**src/rtl/traffic_pkg.sv**
```systemverilog
// rtl/traffic_pkg.sv - shared state encoding and lamp constants for the intersection controller
package traffic_pkg;

  localparam logic [3:0] ST_IDLE      = 4'd0;
  localparam logic [3:0] ST_NS_GREEN  = 4'd1;
  localparam logic [3:0] ST_NS_YELLOW = 4'd2;
  localparam logic [3:0] ST_ALLRED_1  = 4'd3;
  localparam logic [3:0] ST_EW_GREEN  = 4'd4;
  localparam logic [3:0] ST_EW_YELLOW = 4'd5;
  localparam logic [3:0] ST_ALLRED_2  = 4'd6;
  localparam logic [3:0] ST_PED_WALK  = 4'd7;
  localparam logic [3:0] ST_FLASH     = 4'd8;

  typedef enum logic [3:0] {
    IDLE      = ST_IDLE,
    NS_GREEN  = ST_NS_GREEN,
    NS_YELLOW = ST_NS_YELLOW,
    ALLRED_1  = ST_ALLRED_1,
    EW_GREEN  = ST_EW_GREEN,
    EW_YELLOW = ST_EW_YELLOW,
    ALLRED_2  = ST_ALLRED_2,
    PED_WALK  = ST_PED_WALK,
    FLASH     = ST_FLASH
  } state_t;

  localparam int RED = 2;
  localparam int YEL = 1;
  localparam int GRN = 0;

  localparam logic [2:0] LAMP_R   = 3'b100;
  localparam logic [2:0] LAMP_Y   = 3'b010;
  localparam logic [2:0] LAMP_G   = 3'b001;
  localparam logic [2:0] LAMP_OFF = 3'b000;

endpackage

```
**src/rtl/traffic_intersection_ctrl_if.sv**
```systemverilog
// rtl/traffic_intersection_ctrl_if.sv - control inputs and lamp outputs of the intersection controller
interface traffic_intersection_ctrl_if;
  logic       enable;
  logic       flash_mode;
  logic       ped_req;
  logic [2:0] ns_light;
  logic [2:0] ew_light;
  logic       walk;
  logic       ped_pending;
  logic [3:0] state_o;

  modport master (
    output enable, flash_mode, ped_req,
    input  ns_light, ew_light, walk, ped_pending, state_o
  );

  modport slave (
    input  enable, flash_mode, ped_req,
    output ns_light, ew_light, walk, ped_pending, state_o
  );
endinterface

```
**src/rtl/phase_timer.sv**
```systemverilog
// rtl/phase_timer.sv - phase counter with synchronous clear; done on the last cycle of limit
module phase_timer #(
  parameter int CNT_W = 8
) (
  input  logic           clk,
  input  logic           rst_n,
  input  logic           clear,
  input  logic [CNT_W:0] limit,
  output logic           done
);

  logic [CNT_W-1:0] count_q, count_d;

  always_comb begin
    count_d = clear ? '0 : count_q + CNT_W'(1);
  end

  always_ff @(posedge clk or negedge rst_n) begin
    if (!rst_n) count_q <= '0;
    else        count_q <= count_d;
  end

  // limit is one bit wider so a duration of 2**CNT_W still fits
  assign done = ({1'b0, count_q} == limit - (CNT_W+1)'(1));

endmodule

```
**src/rtl/traffic_intersection_ctrl.sv**
```systemverilog
// rtl/traffic_intersection_ctrl.sv - two-approach signal controller with clearance, walk and flash modes
module traffic_intersection_ctrl
  import traffic_pkg::*;
#(
  parameter int CNT_W    = 8,
  parameter int GREEN_T  = 70,
  parameter int YELLOW_T = 5,
  parameter int ALLRED_T = 2,
  parameter int PED_T    = 10,
  parameter int FLASH_T  = 8
) (
  input  logic clk,
  input  logic rst_n,
  traffic_intersection_ctrl_if.slave bus
);

  localparam logic [CNT_W:0] LIM_G = (CNT_W+1)'(GREEN_T);
  localparam logic [CNT_W:0] LIM_Y = (CNT_W+1)'(YELLOW_T);
  localparam logic [CNT_W:0] LIM_A = (CNT_W+1)'(ALLRED_T);
  localparam logic [CNT_W:0] LIM_P = (CNT_W+1)'(PED_T);
  localparam logic [CNT_W:0] LIM_F = (CNT_W+1)'(FLASH_T);

  state_t         state_q, state_d;
  logic           phase_q, phase_d;
  logic           ped_q, ped_d;
  logic           stop, t_done, t_clear;
  logic [CNT_W:0] t_limit;

  assign stop = !bus.enable || bus.flash_mode;

  always_comb begin
    t_limit = (CNT_W+1)'(1);
    unique case (state_q)
      NS_GREEN, EW_GREEN:   t_limit = LIM_G;
      NS_YELLOW, EW_YELLOW: t_limit = LIM_Y;
      ALLRED_1, ALLRED_2:   t_limit = LIM_A;
      PED_WALK:             t_limit = LIM_P;
      FLASH:                t_limit = LIM_F;
      default:              t_limit = (CNT_W+1)'(1);
    endcase
  end

  always_comb begin
    state_d = state_q;
    unique case (state_q)
      IDLE:      if (bus.flash_mode) state_d = FLASH;
                 else if (bus.enable) state_d = NS_GREEN;
      // a stop request shortens green but always passes through yellow
      NS_GREEN:  if (stop || t_done) state_d = NS_YELLOW;
      NS_YELLOW: if (t_done) state_d = ALLRED_1;
      ALLRED_1:  if (t_done) state_d = stop ? IDLE : EW_GREEN;
      EW_GREEN:  if (stop || t_done) state_d = EW_YELLOW;
      EW_YELLOW: if (t_done) state_d = ALLRED_2;
      ALLRED_2:  if (t_done) state_d = stop ? IDLE : (ped_q ? PED_WALK : NS_GREEN);
      PED_WALK:  if (t_done) state_d = stop ? IDLE : NS_GREEN;
      FLASH:     if (!bus.flash_mode) state_d = IDLE;
      default:   state_d = IDLE;
    endcase
  end

  // FLASH reuses the timer as a free-running half-period divider
  assign t_clear = (state_d != state_q) || (state_q == FLASH && t_done);

  always_comb begin
    phase_d = 1'b0;
    if (state_q == FLASH && state_d == FLASH) phase_d = t_done ? !phase_q : phase_q;
  end

  always_comb begin
    ped_d = ped_q;
    if (state_d == PED_WALK || state_q == PED_WALK) ped_d = 1'b0;
    else if (bus.ped_req) ped_d = 1'b1;
  end

  always_ff @(posedge clk or negedge rst_n) begin
    if (!rst_n) begin
      state_q <= IDLE;
      phase_q <= 1'b0;
      ped_q   <= 1'b0;
    end else begin
      state_q <= state_d;
      phase_q <= phase_d;
      ped_q   <= ped_d;
    end
  end

  phase_timer #(.CNT_W(CNT_W)) u_timer (
    .clk   (clk),
    .rst_n (rst_n),
    .clear (t_clear),
    .limit (t_limit),
    .done  (t_done)
  );

  always_comb begin
    bus.ns_light = LAMP_R;
    bus.ew_light = LAMP_R;
    bus.walk     = 1'b0;
    unique case (state_q)
      NS_GREEN:  bus.ns_light = LAMP_G;
      NS_YELLOW: bus.ns_light = LAMP_Y;
      EW_GREEN:  bus.ew_light = LAMP_G;
      EW_YELLOW: bus.ew_light = LAMP_Y;
      PED_WALK:  bus.walk     = 1'b1;
      FLASH: begin
        bus.ns_light = phase_q ? LAMP_Y : LAMP_OFF;
        bus.ew_light = phase_q ? LAMP_Y : LAMP_OFF;
      end
      default: ;
    endcase
  end

  assign bus.ped_pending = ped_q;
  assign bus.state_o     = state_q;

endmodule
```
**src/flat_wrapper.sv**
```systemverilog
// flat-port wrapper written by rule: the top's interface ports become plain ports
module traffic_intersection_ctrl_flat import traffic_pkg::*;
#(
  parameter int CNT_W    = 8,
  parameter int GREEN_T  = 70,
  parameter int YELLOW_T = 5,
  parameter int ALLRED_T = 2,
  parameter int PED_T    = 10,
  parameter int FLASH_T  = 8
)
  (clk, rst_n, bus_enable, bus_flash_mode, bus_ped_req, bus_ns_light, bus_ew_light, bus_walk, bus_ped_pending, bus_state_o);
  traffic_intersection_ctrl_if bus_i ();
  input  logic clk;
  input  logic rst_n;
  input wire logic [$bits(bus_i.enable)-1:0] bus_enable;
  input wire logic [$bits(bus_i.flash_mode)-1:0] bus_flash_mode;
  input wire logic [$bits(bus_i.ped_req)-1:0] bus_ped_req;
  output wire logic [$bits(bus_i.ns_light)-1:0] bus_ns_light;
  output wire logic [$bits(bus_i.ew_light)-1:0] bus_ew_light;
  output wire logic [$bits(bus_i.walk)-1:0] bus_walk;
  output wire logic [$bits(bus_i.ped_pending)-1:0] bus_ped_pending;
  output wire logic [$bits(bus_i.state_o)-1:0] bus_state_o;
  assign bus_i.enable = bus_enable;
  assign bus_i.flash_mode = bus_flash_mode;
  assign bus_i.ped_req = bus_ped_req;
  assign bus_ns_light = bus_i.ns_light;
  assign bus_ew_light = bus_i.ew_light;
  assign bus_walk = bus_i.walk;
  assign bus_ped_pending = bus_i.ped_pending;
  assign bus_state_o = bus_i.state_o;
  traffic_intersection_ctrl #(.CNT_W(CNT_W), .GREEN_T(GREEN_T), .YELLOW_T(YELLOW_T), .ALLRED_T(ALLRED_T), .PED_T(PED_T), .FLASH_T(FLASH_T)) u_core (.clk(clk), .rst_n(rst_n), .bus(bus_i));
endmodule
```
**config.mk**
```make
export PLATFORM = sky130hd
export DESIGN_NAME = traffic_intersection_ctrl_flat
export DESIGN_NICKNAME = d
export VERILOG_FILES = /design/src/rtl/traffic_pkg.sv /design/src/rtl/traffic_intersection_ctrl_if.sv /design/src/rtl/phase_timer.sv /design/src/rtl/traffic_intersection_ctrl.sv /design/src/flat_wrapper.sv
export SDC_FILE = /design/constraint.sdc
export NUM_CORES = 1
export LEC_CHECK = 0
export ABC_AREA = 1
export CAP_MARGIN = 15
export CORE_ASPECT_RATIO = 1.75
export CORE_MARGIN = 1
export CORE_UTILIZATION = 56
export DETAILED_ROUTE_END_ITERATION = 6
export GPL_TIMING_DRIVEN = 0
export HOLD_SLACK_MARGIN = 0.08
export MAX_ROUTING_LAYER = met4
export PLACE_DENSITY = 0.8
export SYNTH_ARGS = -nofsm -noshare
export SYNTH_HDL_FRONTEND = slang
export SYNTH_HIERARCHICAL = 1
export SYNTH_SLANG_ARGS = --single-unit
```
**constraint.sdc**
```tcl
create_clock -name clk -period 3.7 [get_ports clk]
set_input_delay 0.555 -clock clk [delete_from_list [all_inputs] [get_ports clk]]
set_output_delay 0.555 -clock clk [all_outputs]
set_load 0.1 [all_outputs]
```
Word-level counts from Yosys, hierarchy flattened
Memory sizes are Yosys's and may differ from the RTL's.
Cells that the tools add are included.
{"block": "word_totals", "mem_count": 1, "register_bits": 14, "inputBits": 5, "output_inout_bits": 12, "latch_bits": 0, "mem_bits_ro": 80, "word_cells": 54, "ram_bits": 0}
{"memory": "(name not given)", "words": 16, "width": 5, "read_ports": 1, "rd_clocked_by_memory_dff": 0, "wr": 0, "line_no": "traffic_intersection_ctrl.sv:33", "text": "unique case (state_q)"}
{"block": "op_classes", "addsub": 2, "reduce_logical": 10, "n_lt_le_gt_ge": 0, "mux": 24, "bitwise": 0, "multipliers": 0, "div_mod_pow": 0, "eq_ne": 13, "shifts": 0}
{"op": "4-bit 2-to-1 mux", "n": 11}
{"op": "4-bit case mux with 9 select lines", "n": 1}
{"op": "4-bit by 3-bit equality test with 1-bit output, second input constant", "n": 5}
{"op": "3-bit case mux with 3 select lines", "n": 2}
{"op": "8-bit by 9-bit equality test with 1-bit output", "n": 1}
{"op": "9-bit by 1-bit subtractor with 9-bit output, second input constant", "n": 1}
{"op": "8-bit by 1-bit adder with 8-bit output, second input constant", "n": 1}
{"op": "4-bit by 2-bit equality test with 1-bit output, second input constant", "n": 2}
{"op": "4-bit equality test, second input constant", "n": 2}
{"op": "8-bit 2-to-1 mux", "n": 1}
{"op": "1-bit 2-to-1 mux", "n": 6}
{"op": "3-bit 2-to-1 mux", "n": 2}
{"op": "4-bit by 1-bit equality test with 1-bit output, second input constant", "n": 1}
{"op": "4-bit zero test", "n": 1}
{"op": "1-bit logical OR", "n": 4}
{"op": "4-bit != test", "n": 1}
{"op": "1-bit logical AND", "n": 2}
{"op": "1-bit zero test", "n": 2}
{"op": "2-bit 2-to-1 mux", "n": 1}
{"op": "2-bit by 1-bit != test with 1-bit output, second input constant", "n": 1}
{"op": "2-bit nonzero test", "n": 1}

Depth between registers and ports, before layout
An unclocked memory read counts as a cell.
{"block": "logic_depth", "word_depth": 9, "depth_mapped": 29}

By module
The synthesis kept the hierarchy.
{"mod": "traffic_intersection_ctrl", "instances": 1, "cells_per_inst": 130, "area_per_inst_um2": 803.3}
{"mod": "phase_timer", "instances": 1, "cells_per_inst": 113, "area_per_inst_um2": 699.4}

Worst setup path after synthesis
OpenSTA, ideal clock, no wires.
{"block": "synth_path", "kind": "reg2out", "start": "register u_core.state_q[0], in the netlist u_core/bus.state_o[0]", "end": "output bus_ew_light[1]", "n_path_buf": 0, "arrival_ns": 3.793, "path_slack_ns": -0.648, "stages_incl_launch_ff": 5, "path_cell_list": "dfrtp_1 inv_1 ha_1 nand3_1 o21ai_0"}
{"block": "synth_between", "elab_chain_cells": 2, "word_cells_on_any_way": 4}
{"item": "start, declared", "line_no": "traffic_intersection_ctrl.sv:23", "text": "state_t state_q, state_d;"}
{"item": "start signal, assigned", "line_no": "traffic_intersection_ctrl.sv:81", "text": "state_q <= state_d;"}
{"item": "4-bit equality test / 4-bit by 3-bit equality test with 1-bit output (equally long branches)", "line_no": "traffic_intersection_ctrl.sv:99", "text": "unique case (state_q)"}
{"item": "3-bit case mux with 3 select lines (*)", "line_no": "traffic_intersection_ctrl.sv:99"}
{"item": "end, declared", "line_no": "flat_wrapper.sv:19", "text": "output wire logic [$bits(bus_i.ew_light)-1:0] bus_ew_light;"}
Mark *: on every way between the ends. The rest lies on a longest branch, timed or not.

Final worst setup path
{"block": "layout_path", "start": "register u_core.state_q[1], in the netlist u_core/bus.state_o[1]", "end": "register u_core.u_timer.count_q[5]"}
{"block": "layout_between", "elab_chain_cells": 9, "word_cells_on_any_way": 28}
{"item": "memory 16 x 5 bit (*)"}
{"item": "via u_core.t_limit[0]", "line_no": "traffic_intersection_ctrl.sv:27", "text": "logic [CNT_W:0] t_limit;"}
{"item": "9-bit by 1-bit subtractor with 9-bit output (*)", "line_no": "phase_timer.sv:24", "text": "assign done = ({1'b0, count_q} == limit - (CNT_W+1)'(1));"}
{"item": "8-bit by 9-bit equality test with 1-bit output (*)", "line_no": "phase_timer.sv:24"}
{"item": "via u_core.t_done", "line_no": "traffic_intersection_ctrl.sv:26", "text": "logic stop, t_done, t_clear;"}
{"item": "1-bit logical OR", "line_no": "traffic_intersection_ctrl.sv:49, traffic_intersection_ctrl.sv:52"}
{"item": "4-bit 2-to-1 mux, on equally long branches", "line_no": "traffic_intersection_ctrl.sv:52, traffic_intersection_ctrl.sv:49"}
{"item": "4-bit case mux with 9 select lines (*)", "line_no": "traffic_intersection_ctrl.sv:45", "text": "unique case (state_q)"}
{"item": "via u_core.state_d[0]", "line_no": "traffic_intersection_ctrl.sv:23"}
{"item": "4-bit != test (*)", "line_no": "traffic_intersection_ctrl.sv:62", "text": "assign t_clear = (state_d != state_q) || (state_q == FLASH && t_done);"}
{"item": "1-bit logical OR (*)", "line_no": "traffic_intersection_ctrl.sv:62"}
{"item": "via u_core.t_clear", "line_no": "traffic_intersection_ctrl.sv:26"}
{"item": "8-bit 2-to-1 mux (*)", "line_no": "phase_timer.sv:15", "text": "count_d = clear ? '0 : count_q + CNT_W'(1);"}
{"item": "via u_core.u_timer.count_d[5]", "line_no": "phase_timer.sv:12", "text": "logic [CNT_W-1:0] count_q, count_d;"}
{"item": "end signal, assigned", "line_no": "phase_timer.sv:20", "text": "else count_q <= count_d;"}
{"item": "end, declared", "line_no": "phase_timer.sv:12"}
Mark *: on every way through the listed nets, which the timed path passes. The rest lies on a longest branch.
A chain may end at the register's enable or synchronous reset.

==> impl_metrics.env <==
export IMPL_run_status="finished, final reports clean"
export IMPL_syn_cell_area_um2=1500
export IMPL_synth_warnings=6
export IMPL_number_of_buffers_created_by_cts=3
export IMPL_cts_clk_slew_worst_paths_ns=0.06
export IMPL_num_nets_final=287
export IMPL_floorplan_core_area_um2=2520
export IMPL_drv_slew=0
export IMPL_per_cell_via_count_in_the_routed_design=5.34
export IMPL_clkSinkCount=14
export IMPL_seq_total_area_yosys=0.233
export IMPL_design_die_area_um2=2900
export IMPL_max_slew_worst_pin_slew_ns=0.993
export IMPL_first_iter_violations=33
export IMPL_critPathKind="reg2reg"
export IMPL_worst_skew_ns=0.000767
export IMPL_min_path_type="reg2reg"
export IMPL_power_leakage_uw=0.000915
export IMPL_final_min_period_over_clock_period=0.931
export IMPL_drc=0
export IMPL_fillerInstances=209
export IMPL_post_dp_hpwl_um=2980
export IMPL_synthesis_area_per_instance_um2=6.18
export IMPL_drt_antenna_violating_nets=0
export IMPL_final_cell_mix="nand2_1, nor2_1, inv_1"
export IMPL_finalHoldViolations=0
export IMPL_initial_core_util=0.596
export IMPL_first_pass_iteration_count_of_the_detailed_router=4
export IMPL_grt_pass1_vias=1463
export IMPL_route_detailed_wl_per_inst_um=12.8
export IMPL_finalHoldWorstSlack_ns=0.556
export IMPL_final_total_power_uw=1330
export IMPL_maximum_number_of_pins_on_one_net_before_global_route_repair=15
export IMPL_htree_levels=1
export IMPL_num_antenna_cells=0
export IMPL_yosysUniqueCellTypes=28
export IMPL_std_cell_rows=24
export IMPL_globalRouteTotalUtil=0.300
export IMPL_crit_path_start_kind="flip-flop"
export IMPL_root_buffer="clkbuf_8"
export IMPL_floorplan_die_width_um=41.2
export IMPL_grt_overflow_total=0
export IMPL_postSynthRegisterBits=14
export IMPL_globalplace_congestion=0.912
export IMPL_data_required_time_at_the_worst_endpoint_ns=3.86
export IMPL_number_of_antenna_violations_at_the_first_check_in_global_routing=0
export IMPL_wirelength_um=3830
export IMPL_flow_area_growth_from_synthesis_pct=25.1
export IMPL_num_vias=1602
export IMPL_most_common_cell_after_layout_fill_and_taps_aside="nand2_1"
export IMPL_dieHeight_um=70.5
export IMPL_worst_endpoint_arrival_ns=3.61
export IMPL_max_cap_violations=0
export IMPL_setup_worst_path_end_class="flip-flop"
export IMPL_port_buffer_count=16
export IMPL_ctsHoldBuffers=0
export IMPL_vdd_ir_drop_max_uv=614
export IMPL_power_per_cell_area_nw_per_um2=710
export IMPL_wire_length_of_the_first_global_routing_pass_um=6000
export IMPL_worst_skew_pair_late_latency_ns=0.24
export IMPL_cts_tree="done"
export IMPL_io_pins=17
export IMPL_worst_slew_margin_rel=0.336
export IMPL_crit_path_max_fanout=10
export IMPL_finalSetupViolCount=0
export IMPL_syn_inst=243
export IMPL_finalWorstPathRequiredPeriod_ns=3.45
export IMPL_post_route_cells_drive_above_1_share=0.190
export IMPL_clk_path_buf_depth=2
export IMPL_fmax_mhz=290
-- power breakdown --
part           switching, uW  leakage (uW)  internal [uW]  total (uW)
registers               51.0      0.000180            178         229
clock network           52.6     0.0000288           94.2         147
logic                    673      0.000706            286         959
total                    776      0.000915            559        1330
-- stage by stage --
| stage | cells | setup WS (ns) | setup TNS, ns | util | cell area, um2 |
|---|---|---|---|---|---|
| 2_1_floorplan | 252 | -0.328 | -0.655 | - | 1550 |
| 3_3_place_gp | 294 | -0.406 | -3.11 | 0.689 | 1740 |
| 3_5_place_dp | 294 | -0.411 | -3.15 | 0.689 | 1740 |
| 4_1_cts | 298 | 0.0365 | 0 | 0.721 | 1820 |
| 5_1_grt | 300 | -0.0105 | -0.0292 | 0.746 | 1880 |
| 6_report | 300 | 0.254 | 0 | 0.746 | 1880 |
-- sequential cells by signal, summed over array words and instances (netlist names) --
register and cells:
u_core/u_timer/count_q 8, u_core/bus.state_o 4, u_core/bus.ped_pending 1, u_core/phase_q 1
-- Yosys cell counts --
cell type | number | share of area
nand2_1 | 70 | 0.17
nor2_1 | 37 | 0.092
inv_1 | 30 | 0.075
nand3_1 | 20 | 0.067
dfrtp_1 | 14 | 0.23
o21ai_0 | 10 | 0.033
ha_1 | 7 | 0.058
nor2_2 | 7 | 0.029
a21oi_1 | 6 | 0.020
nand4_1 | 6 | 0.025
inv_2 | 5 | 0.012
nand2_2 | 5 | 0.021
nor3b_1 | 4 | 0.020
nor2_4 | 3 | 0.022
nand2_4 | 2 | 0.015
nand3_4 | 2 | 0.023
nor3_1 | 2 | 0.0067
nor3_2 | 2 | 0.013
xnor2_1 | 2 | 0.012
a21oi_2 | 1 | 0.0058
buf_6 | 1 | 0.0075
clkbuf_1 | 1 | 0.0025
conb_1 | 1 | 0.0025
nand3_2 | 1 | 0.0067
nand3b_2 | 1 | 0.0075
o21ai_1 | 1 | 0.0033
o21bai_1 | 1 | 0.0050
xor2_1 | 1 | 0.0058
-- worst paths after layout --
| path | from | endpoint | slack [ns] | depth (start not counted) |
|---|---|---|---|---|
| worst max-delay path | u_core/bus.state_o[1] | u_core/u_timer/count_q[5] | 0.25 | 25 |
| worst min-delay path | u_core/u_timer/count_q[0] | u_core/u_timer/count_q[0] | 0.56 | 1 |
| worst max register to register | u_core/bus.state_o[1] | u_core/u_timer/count_q[5] | 0.25 | 25 |
| worst min register to register | u_core/u_timer/count_q[0] | u_core/u_timer/count_q[0] | 0.56 | 1 |
| max in group asynchronous | rst_n | u_core/bus.state_o[1] | 2.56 | 1 |
| min in group asynchronous | rst_n | u_core/u_timer/count_q[7] | 0.69 | 1 |
-- worst max-delay path, stage by stage (launching register included) --
cell,delay [ns]
dfrtp_4,0.55
inv_4,0.11
ha_2,0.23
nand3_4,0.12
nand2_1,0.12
inv_2,0.06
ha_4,0.24
nand2_1,0.06
inv_1,0.03
nor2_1,0.07
nand2_1,0.05
nor2_1,0.09
nand2_1,0.06
nor2_1,0.08
nand2_1,0.08
nor2_4,0.17
inv_2,0.10
nand3_1,0.10
nand2_1,0.07
nand3_1,0.15
nand3_2,0.14
nand2_1,0.09
nand2_1,0.05
nor2_1,0.13
nand2_2,0.16
nor3b_1,0.22
-- kinds of logic after synthesis --
family,share of synthesized area
simple gates,0.524
flops,0.233
buf+inv,0.0974
compound gates,0.0674
xor+xnor,0.0175
other cells,0.00250
fa+ha+maj,0.0583
-- area by class of cell --
type | count | area, um2 | share of cell area
flip-flops and latches | 14 | 360 | 0.192
well taps | 26 | 32.5 | 0.0173
plain buffers | 1 | 11.3 | 0.00599
multi-input cells | 201 | 1100 | 0.586
clock buffers | 4 | 55.1 | 0.0293
inverters | 35 | 136 | 0.0725
repair buffers | 19 | 183 | 0.0971
-- layer usage --
| layer | share of wire | vias up | wire, um | track usage |
|---|---|---|---|---|
| li1 | - | 822 | - | - |
| met1 | 0.36 | 717 | 1380 | 0.307 |
| met2 | 0.57 | 52 | 2190 | 0.526 |
| met3 | 0.049 | 11 | 186 | 0.0571 |
| met4 | 0.022 | 0 | 85 | 0.0932 |
| met5 | 0 | - | 0 | - |
-- what timing repair did --
action | in CTS | in global routing
pin swaps | 0 | 4
hold endpoints to repair | 0 | 0
gates resized for setup | 8 | 11
buffers inserted | 0 | 3
endpoints found under the setup margin | 8 | 8
No activity file was read; power rests on OpenSTA's default activity.
